[src/rtl/t_ff_pkg.sv]
// rtl/t_ff_pkg.sv - shared mode encoding for the T flip-flop counter bank
package t_ff_pkg;

  localparam int MODE_W = 2;

  typedef enum logic [MODE_W-1:0] {
    MODE_BANK = 2'd0,
    MODE_UP   = 2'd1,
    MODE_DOWN = 2'd2,
    MODE_HOLD = 2'd3
  } mode_t;

endpackage

[src/rtl/t_ff_cell.sv]
// rtl/t_ff_cell.sv - single edge-triggered T flip-flop with parallel load
module t_ff_cell (
  input  logic clk,
  input  logic rst_n,
  input  logic rst_val,
  input  logic t,
  input  logic ld,
  input  logic d,
  output logic q
);

  always_ff @(posedge clk or negedge rst_n) begin
    if (!rst_n) begin
      q <= rst_val;
    end else if (ld) begin
      q <= d;
    end else if (t) begin
      q <= ~q;
    end
  end

endmodule

[src/rtl/t_ff_counter.sv]
// rtl/t_ff_counter.sv - T flip-flop bank / up-down counter; T_FF_CNT_SAT_EN selects saturating count
module t_ff_counter
  import t_ff_pkg::*;
#(
  parameter int               WIDTH   = 8,
  parameter logic [WIDTH-1:0] RST_VAL = '0
) (
  input  logic              clk,
  input  logic              rst_n,
  input  logic              en,
  input  logic [MODE_W-1:0] mode,
  input  logic [WIDTH-1:0]  t_mask,
  input  logic              load,
  input  logic [WIDTH-1:0]  load_val,
  output logic [WIDTH-1:0]  q,
  output logic              tc
);

  mode_t            mode_e;
  logic [WIDTH-1:0] t;
  logic             term;
  logic             ones_run;
  logic             zeros_run;

  assign mode_e = mode_t'(mode);

  // Each cell toggles when every lower bit is all-ones (up) or all-zeros (down).
  always_comb begin
    t         = '0;
    term      = 1'b0;
    ones_run  = 1'b1;
    zeros_run = 1'b1;
    if (en) begin
      case (mode_e)
        MODE_BANK: t = t_mask;
        MODE_UP: begin
          for (int i = 0; i < WIDTH; i++) begin
            t[i]     = ones_run;
            ones_run = ones_run & q[i];
          end
          term = ones_run;
        end
        MODE_DOWN: begin
          for (int i = 0; i < WIDTH; i++) begin
            t[i]      = zeros_run;
            zeros_run = zeros_run & ~q[i];
          end
          term = zeros_run;
        end
        default: t = '0;
      endcase
    end
`ifdef T_FF_CNT_SAT_EN
    if (term) begin
      t = '0;
    end
`else
`endif
  end

  for (genvar g = 0; g < WIDTH; g++) begin : g_cell
    t_ff_cell u_cell (
      .clk     (clk),
      .rst_n   (rst_n),
      .rst_val (RST_VAL[g]),
      .t       (t[g]),
      .ld      (load),
      .d       (load_val[g]),
      .q       (q[g])
    );
  end

  always_ff @(posedge clk or negedge rst_n) begin
    if (!rst_n) begin
      tc <= 1'b0;
    end else begin
      tc <= term & ~load;
    end
  end

endmodule

[config.mk]
export PLATFORM = sky130hd
export DESIGN_NAME = t_ff_counter
export DESIGN_NICKNAME = d
export VERILOG_FILES = /design/src/rtl/t_ff_pkg.sv /design/src/rtl/t_ff_cell.sv /design/src/rtl/t_ff_counter.sv
export SDC_FILE = /design/constraint.sdc
export NUM_CORES = 1
export LEC_CHECK = 0
export CORE_UTILIZATION = 47
export CTS_BUF_LIST = sky130_fd_sc_hd__clkbuf_16
export CTS_CLUSTER_DIAMETER = 120
export DETAILED_ROUTE_END_ITERATION = 7
export HOLD_SLACK_MARGIN = 0.05
export MAX_ROUTING_LAYER = met4
export PLACE_DENSITY = 0.89
export SLEW_MARGIN = 10
export SYNTH_ARGS = -nofsm -noshare
export SYNTH_HDL_FRONTEND = slang
export SYNTH_SLANG_ARGS = --single-unit
[constraint.sdc]
create_clock -name clk -period 2.9 [get_ports clk]
set_input_delay 0.87 -clock clk [delete_from_list [all_inputs] [get_ports clk]]
set_output_delay 0.87 -clock clk [all_outputs]
set_load 0.1 [all_outputs]
==> summary.txt, run 1 <==
Routing
  – Number of search-and-repair iterations in the first detailed-routing pass: 8
  – Detailed Route Iter0 Violations: 41
  – DRT antenna net count: 0
  – Via count of the routed design: 824
  – Number of remaining DRC errors: 1
  – Routed length per instance: 14.21 µm
  – Routed wire length: 1961 µm
  – Number of vias per cell: 5.971

CTS
  – Maximum clock path buffer count: 2
  – TritonCTS clock tree: yes
  – Hold-fix buffer count after cts: 0
  – Clk sink count: 9
  – Number of buffers added for setup after CTS: 0
  – Clock root buffer: sky130_fd_sc_hd__clkbuf_16
  – Count of cells resized by post-cts repair: 0
  – H-tree level count: 1
  – Clock transition at path regs: 0.04 ns
  – Source-to-sink clock delay at the later pin of the worst-skew pair: 0.23 ns
  – CTS buffer count: 3

Global route
  – Global-route wire length before repair: 3229 µm
  – Via count of the first global-routing pass: 751
  – Overflow left after global routing: 0
  – Gr usage total: 0.2241
  – Largest net degree at the start of global routing: 16
  – Antenna violations before repair: 0

Synthesis
  – Register area share after synthesis: 0.2699
  – Async set or reset register ratio after synthesis: 1.000
  – Cell types with the largest area share after synthesis: sky130_fd_sc_hd__dfrtp_1 27%, sky130_fd_sc_hd__buf_4 7.2%, sky130_fd_sc_hd__nand2_1 6.7%
  – Average instance area after synthesis: 8.182 µm²
  – Register bit count reported by yosys: 9
  – Cell Area, Synth: 834.6 µm²
  – Cell type with the highest aggregate area in the netlist: sky130_fd_sc_hd__dfrtp_1
  – Number of enable-type register cells in the synthesized netlist: 0
  – Flip-flop cell with the highest count after synthesis: sky130_fd_sc_hd__dfrtp_1
  – Synth warnings: 0
  – Syn nets: 128
  – Number of instances in the synthesized netlist: 102
  – Yosys top cell area share: 0.2699
  – Count of different cell masters after synthesis: 40

STA
  – Peak clock frequency supported by timing: 390.6 MHz
  – Total negative slack: 0 ns
  – Unrepaired setup endpoints after global routing: false
  – Total count of hold-check failures in the final report: 0
  – Final Max Tran Viols: 0
  – Post-Route Skew: 0.002384 ns
  – Least-Margin Pin Slew: 0.5052 ns
  – Slew Limit Headroom: 0.6621
  – Part of the cycle the worst path needs: 0.8828
  – Minimum clock period after layout: 2.560 ns
  – Hold slack final: 0.6352 ns
  – Count of final setup violators: 0

Power and ir drop
  – Internal power: 408.1 µW
  – Portion of total power attributed to combinational logic: 0.384
  – Sequential Power Share: 0.263
  – Share of power burned in the clock network: 0.353
  – Proportion of total power due to net switching: 0.3977
  – Total power divided by cell area: 603.8 nW/µm²
  – Worst vdd ir: 0.3885 mV
  – Static Leak: 0.0004600 µW
  – Switching component of the power: 269.5 µW

Worst hold path
  – Class of the tightest hold or removal check: flip-flop to flip-flop

Critical path
  – Worst Setup End Kind: flip-flop
  – Worst path required time: 3.00 ns
  – Worst endpoint data arrival time: 2.66 ns
  – Category of the worst setup path launch point: input port
  – Crit Path Category: input port to flip-flop
  – Maximum fanout count along the critical path: 4

Floorplan
  – Die Area: 1948 µm²
  – Std cell rows: 14
  – Number of top-level design ports: 31
  – Area of the core region: 1577 µm²
  – Die Span X: 44.14 µm
  – Starting Density: 0.5294
  – Die extent in y: 44.14 µm

Layout
  – Post-route cell area: 1122 µm²
  – Antenna fix cells: 0
  – Layout-stage area growth over the synthesis result: 34.48%
  – Util after Layout: 0.7119
  – Post-layout nets: 149
  – Fraction of layout cells with a size suffix above 1: 0.1475

Placement
  – Post-detail-place hpwl: 1447 µm
  – Gp weighted congestion: 0.8087
  – Post-placement cell area: 1044 µm²
  – Number of port buffers: 30

Flow run
  – MaxCap Viol Count: 0

Status
  – Violated checks: DRC
  – Result of the run: finished with violations
[placed cells by master (no fill, tap or decap), types with 3 or more instances in the layout]
| cell | count |
|---|---|
| sky130_fd_sc_hd__clkbuf_16 | 3 |
| sky130_fd_sc_hd__ha_1 | 4 |
| sky130_fd_sc_hd__buf_4 | 10 |
| sky130_fd_sc_hd__nor3_1 | 4 |
| sky130_fd_sc_hd__nor2_1 | 5 |
| sky130_fd_sc_hd__dfrtp_1 | 9 |
| sky130_fd_sc_hd__nand3_1 | 3 |
| sky130_fd_sc_hd__a222oi_1 | 3 |
| sky130_fd_sc_hd__nand2b_1 | 3 |
| sky130_fd_sc_hd__nor2b_1 | 4 |
| sky130_fd_sc_hd__nand2_1 | 15 |
| sky130_fd_sc_hd__inv_1 | 4 |
| sky130_fd_sc_hd__a21oi_1 | 3 |
| sky130_fd_sc_hd__clkdlybuf4s50_1 | 21 |
[Yosys cell counts (3+ instances only)]
library cell / number
sky130_fd_sc_hd__nand3_1: 3
sky130_fd_sc_hd__nor2_1: 5
sky130_fd_sc_hd__nand2b_1: 3
sky130_fd_sc_hd__a21oi_1: 3
sky130_fd_sc_hd__buf_4: 8
sky130_fd_sc_hd__inv_1: 3
sky130_fd_sc_hd__ha_1: 4
sky130_fd_sc_hd__nor2b_1: 4
sky130_fd_sc_hd__nor3_1: 4
sky130_fd_sc_hd__dfrtp_1: 9
sky130_fd_sc_hd__nand2_1: 15
sky130_fd_sc_hd__clkbuf_1: 3
sky130_fd_sc_hd__a222oi_1: 3
[flip-flops by register name, indices dropped and copies added (netlist names)]
register,cells
g_cell.u_cell.q,8
tc,1
[power by group through the flow]
stage                     combinational, µW  sequential (µW)  clock [µW]
after floorplan                         232              162           0
after global placement                  255              177           0
after detailed placement                259              179           0
after CTS                               260              177         241
after global routing                    275              181         248
final                                   260              178         240
[layer usage]
metal / share of wire / GRT usage / vias to the layer above
met5: 0 / - / -
met1: 0.44 / 0.2997 / 378
met2: 0.49 / 0.3618 / 44
met4: 0.0020 / 0.05455 / 0
met3: 0.067 / 0.02449 / 2
li1: - / - / 400
[final cells by class]
cell class	count	area [µm²]
multi-input cells	75	501.7
fillers	131	454.2
repair buffers	31	285.3
flip-flops and latches	9	225.2
clock buffers	3	75.07
well taps	16	20.02
inverters	3	11.26
clock inverters	1	3.754
[metrics by stage]
stage / instances / setup slack [ns] / power (µW)
global placement: 134 / 0.2371 / 432.6
global route: 138 / 0.2136 / 704.2
detailed placement: 134 / 0.1169 / 437.9
finish: 138 / 0.3399 / 677.7
CTS: 138 / 0.3420 / 678.8
floorplan: 102 / 0.7696 / 393.5
[logic make-up (layout without fill, tap and decap cells)]
group,Yosys count,in the layout,share of synthesized area
xor+xnor,4,4,0.04199
mux,3,3,0.03898
buf+inv,18,38,0.1289
compound gates,19,19,0.1619
flops,9,9,0.2699
simple gates,45,45,0.2984
fa+ha+maj,4,4,0.05997
[final timing paths]
kind                       slack (ns)                           start  cells past startpoint                        endpoint
setup reg to reg                 1.26  g_cell[0].u_cell.q$_DFFE_PN0P_                      4  g_cell[5].u_cell.q$_DFFE_PN0P_
setup / recovery                 0.34                         mode[0]                      7  g_cell[5].u_cell.q$_DFFE_PN0P_
hold / removal                   0.64  g_cell[7].u_cell.q$_DFFE_PN0P_                      2                    tc$_DFF_PN0_
max in group asynchronous        1.66                           rst_n                      1                    tc$_DFF_PN0_
min in group asynchronous        0.95                           rst_n                      1  g_cell[4].u_cell.q$_DFFE_PN0P_
hold reg to reg                  0.64  g_cell[7].u_cell.q$_DFFE_PN0P_                      2                    tc$_DFF_PN0_
[critical path, stage by stage]
cell and delay, ns:
sky130_fd_sc_hd__clkdlybuf4s50_1 0.45, sky130_fd_sc_hd__inv_1 0.10, sky130_fd_sc_hd__ha_1 0.20, sky130_fd_sc_hd__or3b_4 0.42, sky130_fd_sc_hd__o41ai_1 0.36, sky130_fd_sc_hd__or3b_2 0.19, sky130_fd_sc_hd__nand3_1 0.06
Power figures use the tool's default switching activity.
==> run 2, diff against run 1 <==
- CORE_UTILIZATION: 47 -> not set
- GPL_ROUTABILITY_DRIVEN: not set -> 0
- HOLD_SLACK_MARGIN: 0.05 -> not set
- PLACE_DENSITY: 0.89 -> not set
- SYNTH_HIERARCHICAL: not set -> 1
==> summary.txt, run 2 <==
Synthesis
  – Synth warnings: 0
  – Cell types with the largest area share after synthesis: sky130_fd_sc_hd__mux2i_1 20%, sky130_fd_sc_hd__ha_1 10%, sky130_fd_sc_hd__or2_1 10%
  – Yosys top cell area share: 0.2005
  – List of most frequent post-synthesis cells: 10 x sky130_fd_sc_hd__inv_1, 10 x sky130_fd_sc_hd__mux2i_1, 8 x sky130_fd_sc_hd__nand2_1, 8 x sky130_fd_sc_hd__or2_1, 5 x sky130_fd_sc_hd__a21oi_1
  – Number of enable-type register cells in the synthesized netlist: 0
  – Count of different cell masters after synthesis: 24
  – Number of standard cells reported by yosys: 72
  – Flip-flop cell with the highest count after synthesis: sky130_fd_sc_hd__dfrtp_1
  – Register bit count reported by yosys: 1
  – Register area share after synthesis: 0.05013
  – Async set or reset register ratio after synthesis: 1.000
  – Chip area from the yosys synthesis statistics: 499.2 µm²
  – Cell type with the highest aggregate area in the netlist: sky130_fd_sc_hd__mux2i_1

Status
  – Stage at which the run stopped: 1_2_yosys
  – Tool Error: ERROR: Found 8 problems in 'check -assert'.
  – Result of the run: did not finish
==> run 2: cell families after synthesis <==
kind of cell	count (synthesis)	synth area share
fa+ha+maj	4	0.1003
flops	1	0.05012
mux	10	0.2005
other cells	1	0.007512
buf+inv	13	0.1053
simple gates	32	0.3910
compound gates	11	0.1454
